File: src/rtl/enc_8to3_sync_if.sv
// Request/grant bundle for the 8-to-3 priority encoder: request side in,
// encoded index and pending status out.
interface enc_8to3_sync_if;
    logic [7:0] req;
    logic [7:0] mask;
    logic       ack;
    logic [2:0] code;
    logic       valid;
    logic [7:0] pending;
    logic       any_pend;

    modport master (
        output req,
        output mask,
        output ack,
        input  code,
        input  valid,
        input  pending,
        input  any_pend
    );

    modport slave (
        input  req,
        input  mask,
        input  ack,
        output code,
        output valid,
        output pending,
        output any_pend
    );
endinterface

File: src/rtl/enc_8to3_sync.sv
// Registered 8-to-3 priority encoder: latches requests, arbitrates only from the
// pending register, and holds the selected index until the consumer acknowledges.
module enc_8to3_sync #(
    parameter bit PRIO_MSB = 1'b1
) (
    input  logic            i_clk,
    input  logic            i_rst_n,
    enc_8to3_sync_if.slave  bus
);

    typedef enum logic [0:0] {
        ST_IDLE = 1'b0,
        ST_HOLD = 1'b1
    } state_t;

    state_t     r_state;
    logic [2:0] r_code;
    logic       r_valid;
    logic [7:0] r_pending;

    state_t     w_next_state;
    logic [2:0] w_next_code;
    logic       w_next_valid;
    logic [7:0] w_next_pending;
    logic [7:0] w_elig;
    logic [7:0] w_clr;

    // Later loop iterations overwrite earlier ones, so scan order sets the winner.
    function automatic logic [2:0] prio_index(input logic [7:0] vec);
        logic [2:0] idx;
        idx = 3'd0;
        if (PRIO_MSB) begin
            for (int i = 0; i < 8; i++) begin
                if (vec[i]) idx = 3'(i);
            end
        end else begin
            for (int i = 7; i >= 0; i--) begin
                if (vec[i]) idx = 3'(i);
            end
        end
        return idx;
    endfunction

    // Next-state, arbitration and pending-bit update.
    always_comb begin
        w_elig       = r_pending & ~bus.mask;
        w_clr        = 8'h00;
        w_next_state = r_state;
        w_next_code  = r_code;
        w_next_valid = r_valid;
        case (r_state)
            ST_IDLE: begin
                if (w_elig != 8'h00) begin
                    w_next_code  = prio_index(w_elig);
                    w_next_valid = 1'b1;
                    w_next_state = ST_HOLD;
                end else begin
                    w_next_valid = 1'b0;
                    w_next_state = ST_IDLE;
                end
            end
            ST_HOLD: begin
                if (bus.ack && r_valid) begin
                    w_clr        = 8'h01 << r_code;
                    w_next_valid = 1'b0;
                    w_next_state = ST_IDLE;
                end else begin
                    w_next_valid = 1'b1;
                    w_next_state = ST_HOLD;
                end
            end
            default: begin
                w_next_code  = 3'd0;
                w_next_valid = 1'b0;
                w_next_state = ST_IDLE;
            end
        endcase
        // OR-ing req last lets a same-edge re-request survive its own clear.
        w_next_pending = (r_pending & ~w_clr) | bus.req;
    end

    // State and output registers with synchronous active-low reset.
    always_ff @(posedge i_clk) begin
        if (!i_rst_n) begin
            r_state   <= ST_IDLE;
            r_code    <= 3'd0;
            r_valid   <= 1'b0;
            r_pending <= 8'h00;
        end else begin
            r_state   <= w_next_state;
            r_code    <= w_next_code;
            r_valid   <= w_next_valid;
            r_pending <= w_next_pending;
        end
    end

    assign bus.code     = r_code;
    assign bus.valid    = r_valid;
    assign bus.pending  = r_pending;
    assign bus.any_pend = |r_pending;

endmodule

File: src/flat_wrapper.sv
// flat-port wrapper written by rule: the top's interface ports become plain ports
module enc_8to3_sync_flat 
#(
    parameter bit PRIO_MSB = 1'b1
)
  (i_clk, i_rst_n, bus_req, bus_mask, bus_ack, bus_code, bus_valid, bus_pending, bus_any_pend);
  enc_8to3_sync_if bus_i ();
  input  logic i_clk;
  input  logic i_rst_n;
  input wire logic [$bits(bus_i.req)-1:0] bus_req;
  input wire logic [$bits(bus_i.mask)-1:0] bus_mask;
  input wire logic [$bits(bus_i.ack)-1:0] bus_ack;
  output wire logic [$bits(bus_i.code)-1:0] bus_code;
  output wire logic [$bits(bus_i.valid)-1:0] bus_valid;
  output wire logic [$bits(bus_i.pending)-1:0] bus_pending;
  output wire logic [$bits(bus_i.any_pend)-1:0] bus_any_pend;
  assign bus_i.req = bus_req;
  assign bus_i.mask = bus_mask;
  assign bus_i.ack = bus_ack;
  assign bus_code = bus_i.code;
  assign bus_valid = bus_i.valid;
  assign bus_pending = bus_i.pending;
  assign bus_any_pend = bus_i.any_pend;
  enc_8to3_sync #(.PRIO_MSB(PRIO_MSB)) u_core (.i_clk(i_clk), .i_rst_n(i_rst_n), .bus(bus_i));
endmodule
File: config.mk
export PLATFORM = sky130hd
export DESIGN_NAME = enc_8to3_sync_flat
export DESIGN_NICKNAME = d
export VERILOG_FILES = /design/src/rtl/enc_8to3_sync_if.sv /design/src/rtl/enc_8to3_sync.sv /design/src/flat_wrapper.sv
export SDC_FILE = /design/constraint.sdc
export NUM_CORES = 1
export LEC_CHECK = 0
export BUFFER_PORTS_ARGS = -buffer_cell sky130_fd_sc_hd__buf_2
export CAP_MARGIN = 20
export CORE_AREA = 8 8 46 48
export CTS_CLUSTER_DIAMETER = 100
export DETAILED_ROUTE_END_ITERATION = 8
export DIE_AREA = 0 0 54 56
export PLACE_DENSITY = 0.85
export SYNTH_ARGS = -nofsm -noshare
export SYNTH_HDL_FRONTEND = slang
export SYNTH_SLANG_ARGS = --single-unit
File: constraint.sdc
create_clock -name i_clk -period 3.1 [get_ports i_clk]
set_input_delay 0.31 -clock i_clk [delete_from_list [all_inputs] [get_ports i_clk]]
set_output_delay 0.31 -clock i_clk [all_outputs]
set_load 0.02 [all_outputs]
Word level (Yosys, flattened, before mapping)
Cells that the tools add are included.
Storage, ports and cells
  bits in registers: 12
  input bits: 19
  output and inout bits: 13
  word-level logic and storage cells: 26
Operators by class
  shift-type cells: 1
  mux-type cells: 12
  bitwise gates (word level): 6
  reductions and logical operators: 4
Operators with widths (count)
  8-bit AND: 2
  8-bit two-way mux: 2
  8-bit NOT: 2
  3-bit two-way mux: 4
  8-bit bitwise OR: 1
  8-bit nonzero test: 1
  8-bit OR reduction: 1
  1-bit by 3-bit << shifter with 8-bit output (first input constant): 1
  2-bit two-way mux: 2
  1-bit two-way mux: 3
  1-bit case mux with 2 select lines: 1
  2-bit AND reduction: 1
  1-bit logical AND: 1
  1-bit NOT: 1

Logic depth before layout (Yosys ltp)
  depth in word-level cells: 9
  mapped depth: 4
  gate-level depth less buffers: 4

Least setup slack after synthesis
Ideal clock, no wire load.
  path type: register -> register
  start point: register u_core.r_pending[2] (netlist: u_core.bus.pending[2])
  end point: register u_core.r_code[1] (netlist: u_core.bus.code[1])
  library setup time: 72 ps
  arrival time: 1183 ps
  slack: 1846 ps
  cell stages (with the launch flop): 5
  path buffers: 0
  period minus slack after synthesis: 1254 ps
  cells stage by stage: dfxtp_1 nor2b_4 and4b_4 a21oi_2 mux2i_1
On the way
  cells in the longest elaborated chain, start to end: 7
  elaborated cells between the ends (all ways): 9
  classes of those cells: 6 x mux; 1 x bitwise; 2 x reduce/logical
RTL lines
  start: declaration: RTL line enc_8to3_sync.sv:19  | logic [7:0] r_pending;
  start signal: assignment: RTL line enc_8to3_sync.sv:93  | r_pending <= w_next_pending;
  8-bit AND *: RTL line enc_8to3_sync.sv:46  | w_elig = r_pending & ~bus.mask;
  2-bit two-way mux (2 in a row): RTL line enc_8to3_sync.sv:34  | if (vec[i]) idx = 3'(i);
  3-bit two-way mux (4 in a row): RTL line enc_8to3_sync.sv:34
  end signal: assignment: RTL line enc_8to3_sync.sv:91  | r_code <= w_next_code;
  end: declaration: RTL line enc_8to3_sync.sv:17  | logic [2:0] r_code;
Mark *: on every way between the ends. The rest lies on a longest branch, timed or not.
A chain may end at the register's enable or synchronous reset.

Final worst setup path
  start point: register u_core.r_pending[6] (netlist: u_core.bus.pending[6])
  end point: output port bus_any_pend
On the way
  cells in the longest elaborated chain, start to end: 1
RTL lines
  8-bit OR reduction: RTL line enc_8to3_sync.sv:100  | assign bus.any_pend = |r_pending;
  end: declaration: RTL line flat_wrapper.sv:16  | output wire logic [$bits(bus_i.any_pend)-1:0] bus_any_pend;
No other way between the ends.

==> results.yml <==
run_status:
  status: "finished, final reports clean"
placement:
  place_ws_ps: 1810
  dp_hpwl_um: 1420
  place_congestion: 0.872
  portBuffers: 31
  dp.cells: 123
synth:
  synth_area_per_cell_um2: 8.03
  yosysWarnings: 0
  async_flop_share: 0
  synth_area_um2: 611
  synthMostInstantiatedCell: "dfxtp_1"
  synth_top_flop_cell: "dfxtp_1"
  postSynthRegisterBits: 12
  synth_top_area_frac: 0.393
  synth_edf_count: 0
  synth_top_area_cell: "dfxtp_1"
  synth_area_leaders: "dfxtp_1 39%, nand2b_1 9.2%, a21oi_1 6.6%"
  seq_area_frac_synth: 0.393
  synth.distinct_cells: 24
  syn_inst: 76
  synthTopCellsByCount: "12 x dfxtp_1, 10 x inv_1, 9 x nand2b_1"
  syn_nets: 95
sta:
  skew_ps: 2.29
  setup_viol: 0
  worst_pin_slew_ps: 296
  post-route-period-util: 0.487
  final-hold-violation-count: 0
  slew_violations: 0
  fmax_ghz: 0.662
  min_period_ps: 1510
  grt_setup_unrepaired: "no"
  slew_headroom: 0.801
  tns_ps: 0
  layout_setup_ws_ps: 1590
route:
  drc: 0
  wl_per_cell_um: 14.2
  first_pass_iters: 4
  finalWirelength_um: 1790
  routed_via_density: 5.29
  ant_nets: 0
  vias: 666
  initialDrtViolationCount: 27
final_layout:
  antenna_cells: 0
  drive_gt1_frac: 0.355
  multi_input_area_um2: 333
  nNetsFinal: 131
  nFillCells: 143
  regArea_um2: 240
  area_growth_pct: 32.4
  fin_cells: 126
hold_path:
  min_path_type: "input pin to flip-flop"
  timing.hold.worst_endpoint: "u_core.bus.pending[5]"
  hold_start: "bus_req[5]"
  whs_path_depth: 3
clock_tree:
  cts_buffer_depth: 2
  h-tree-depth: 1
  cts_inserted_buffers: 3
  cts_tree: "built"
  cts_resized: 0
  cts.clk_slew.worst_paths_ps: 70
  cts_root_buf: "clkbuf_4"
  cts_setup_buffers: 0
  cts.sinks: 12
  cts_hold_buffers: 0
  insertion_delay_ps: 270
worst_setup_path:
  critPathRequiredTime_ps: 2790
  cp.arrival_ps: 1200
  crit_fanout: 5
  end_kind: "output pin"
  regToRegEndpoint: "u_core.bus.pending[0]"
  crit_slowest_cell: "dfxtp_1"
  r2r-start: "u_core.r_state"
  path_class: "flip-flop to output pin"
  ff2ff_setup_slack_ps: 1850
  cp-start-kind: "flip-flop"
  rr_worst_depth: 4
  max_stage_delay_ps: 340
  path_cells: "nor4_1 > nand2_1 > buf_2"
grt:
  grt_max_degree: 10
  antenna_found_initial: 0
  grt_pass1_wl_um: 2850
  grt_pass1_vias: 654
  grt_usage: 0.120
  overflow: 0
pwr:
  intPower_mw: 0.255
  sw_frac_of_total: 0.326
  power.leakage_nw: 0.394
  peakVddDrop_uv: 238
  p_seq_frac: 0.494
  powerDensity_mw_per_mm2: 469
  pwr-share-comb: 0.255
  switchingPower_mw: 0.123
  p_clk_frac: 0.251
die:
  dieArea_mm2: 0.00302
  die_w_um: 54
  row_count: 14
  die_h_um: 56
  core_area_mm2: 0.00144
  initial_core_util: 0.425
  io_pins: 32
job:
  max_cap_viol_count: 0
## stage by stage
step / hold slack [ps] / util / instance area [um^2] / power (mW)
after CTS: 260 / 0.563 / 808 / 0.380
after detailed placement: 498 / 0.547 / 786 / 0.286
after global placement: 491 / 0.547 / 786 / 0.284
final: 261 / 0.563 / 808 / 0.379
after floorplan: 426 / - / 611 / 0.247
after global routing: 257 / 0.563 / 808 / 0.401
## sequential cells by signal, summed over array words and instances (netlist names)
signal	count
u_core.bus.pending	8
u_core.bus.code	3
u_core.r_state	1
## cell usage in the layout (no fill, tap or decap), types with 2 or more instances in the layout
master    synthesis  routed
nor2b_1           2       2
a21oi_1           8       8
dfxtp_1          12      12
buf_2             0      31
nand2_1           7       7
nand2b_1          9       9
nor4_1            2       2
o31ai_1           2       2
o21ai_0           5       5
inv_1            10      10
clkbuf_4          0       3
o21ai_1           4       4
a31oi_1           2       2
## worst max path at each step
stage,from,end,slack [ps],depth (start not counted)
2_1_floorplan,u_core.bus.pending[2],u_core.bus.code[1],1850,4
3_3_place_gp,bus_mask[7],u_core.bus.code[1],1850,5
3_5_place_dp,bus_mask[6],u_core.bus.code[1],1810,5
4_1_cts,u_core.bus.pending[6],bus_any_pend,1610,3
5_1_grt,u_core.bus.pending[6],bus_any_pend,1560,3
6_report,u_core.bus.pending[6],bus_any_pend,1590,3
## cells by family after synthesis
family                 Yosys count  share of synthesized area
AO/OA/AOI/OAI                   27                      0.262
AND/OR/NAND/NOR                 26                      0.266
flip-flops                      12                      0.393
buffers and inverters           10                     0.0615
multiplexers                     1                     0.0164
## power by group through the flow
| stage | registers, mW | clock network, mW | logic, mW |
|---|---|---|---|
| floorplan | 0.203 | 0 | 0.0444 |
| global placement | 0.190 | 0 | 0.0948 |
| detailed placement | 0.190 | 0 | 0.0964 |
| CTS | 0.186 | 0.0965 | 0.0970 |
| global route | 0.189 | 0.107 | 0.105 |
| finish | 0.187 | 0.0950 | 0.0965 |
## layer usage
metal  part of all wire  track usage  vias up
li1                   -            -      335
met5                  0            0        -
met1               0.40        0.135      301
met4              0.016       0.0634        0
met3              0.066       0.0241        4
met2               0.52        0.199       26
## layout make-up
type | instances | share of cell area
well taps | 16 | 0.0248
flip-flops and latches | 12 | 0.297
multi-input cells | 54 | 0.412
clock buffers | 3 | 0.0279
repair buffers | 31 | 0.192
inverters | 10 | 0.0464
## critical path: cells and delay by family, from the launching register on
family / cells / cell delay (ps)
simple gates: 2 / 420
flops: 1 / 340
buf+inv: 1 / 160
(Power assumes the default switching activity.)
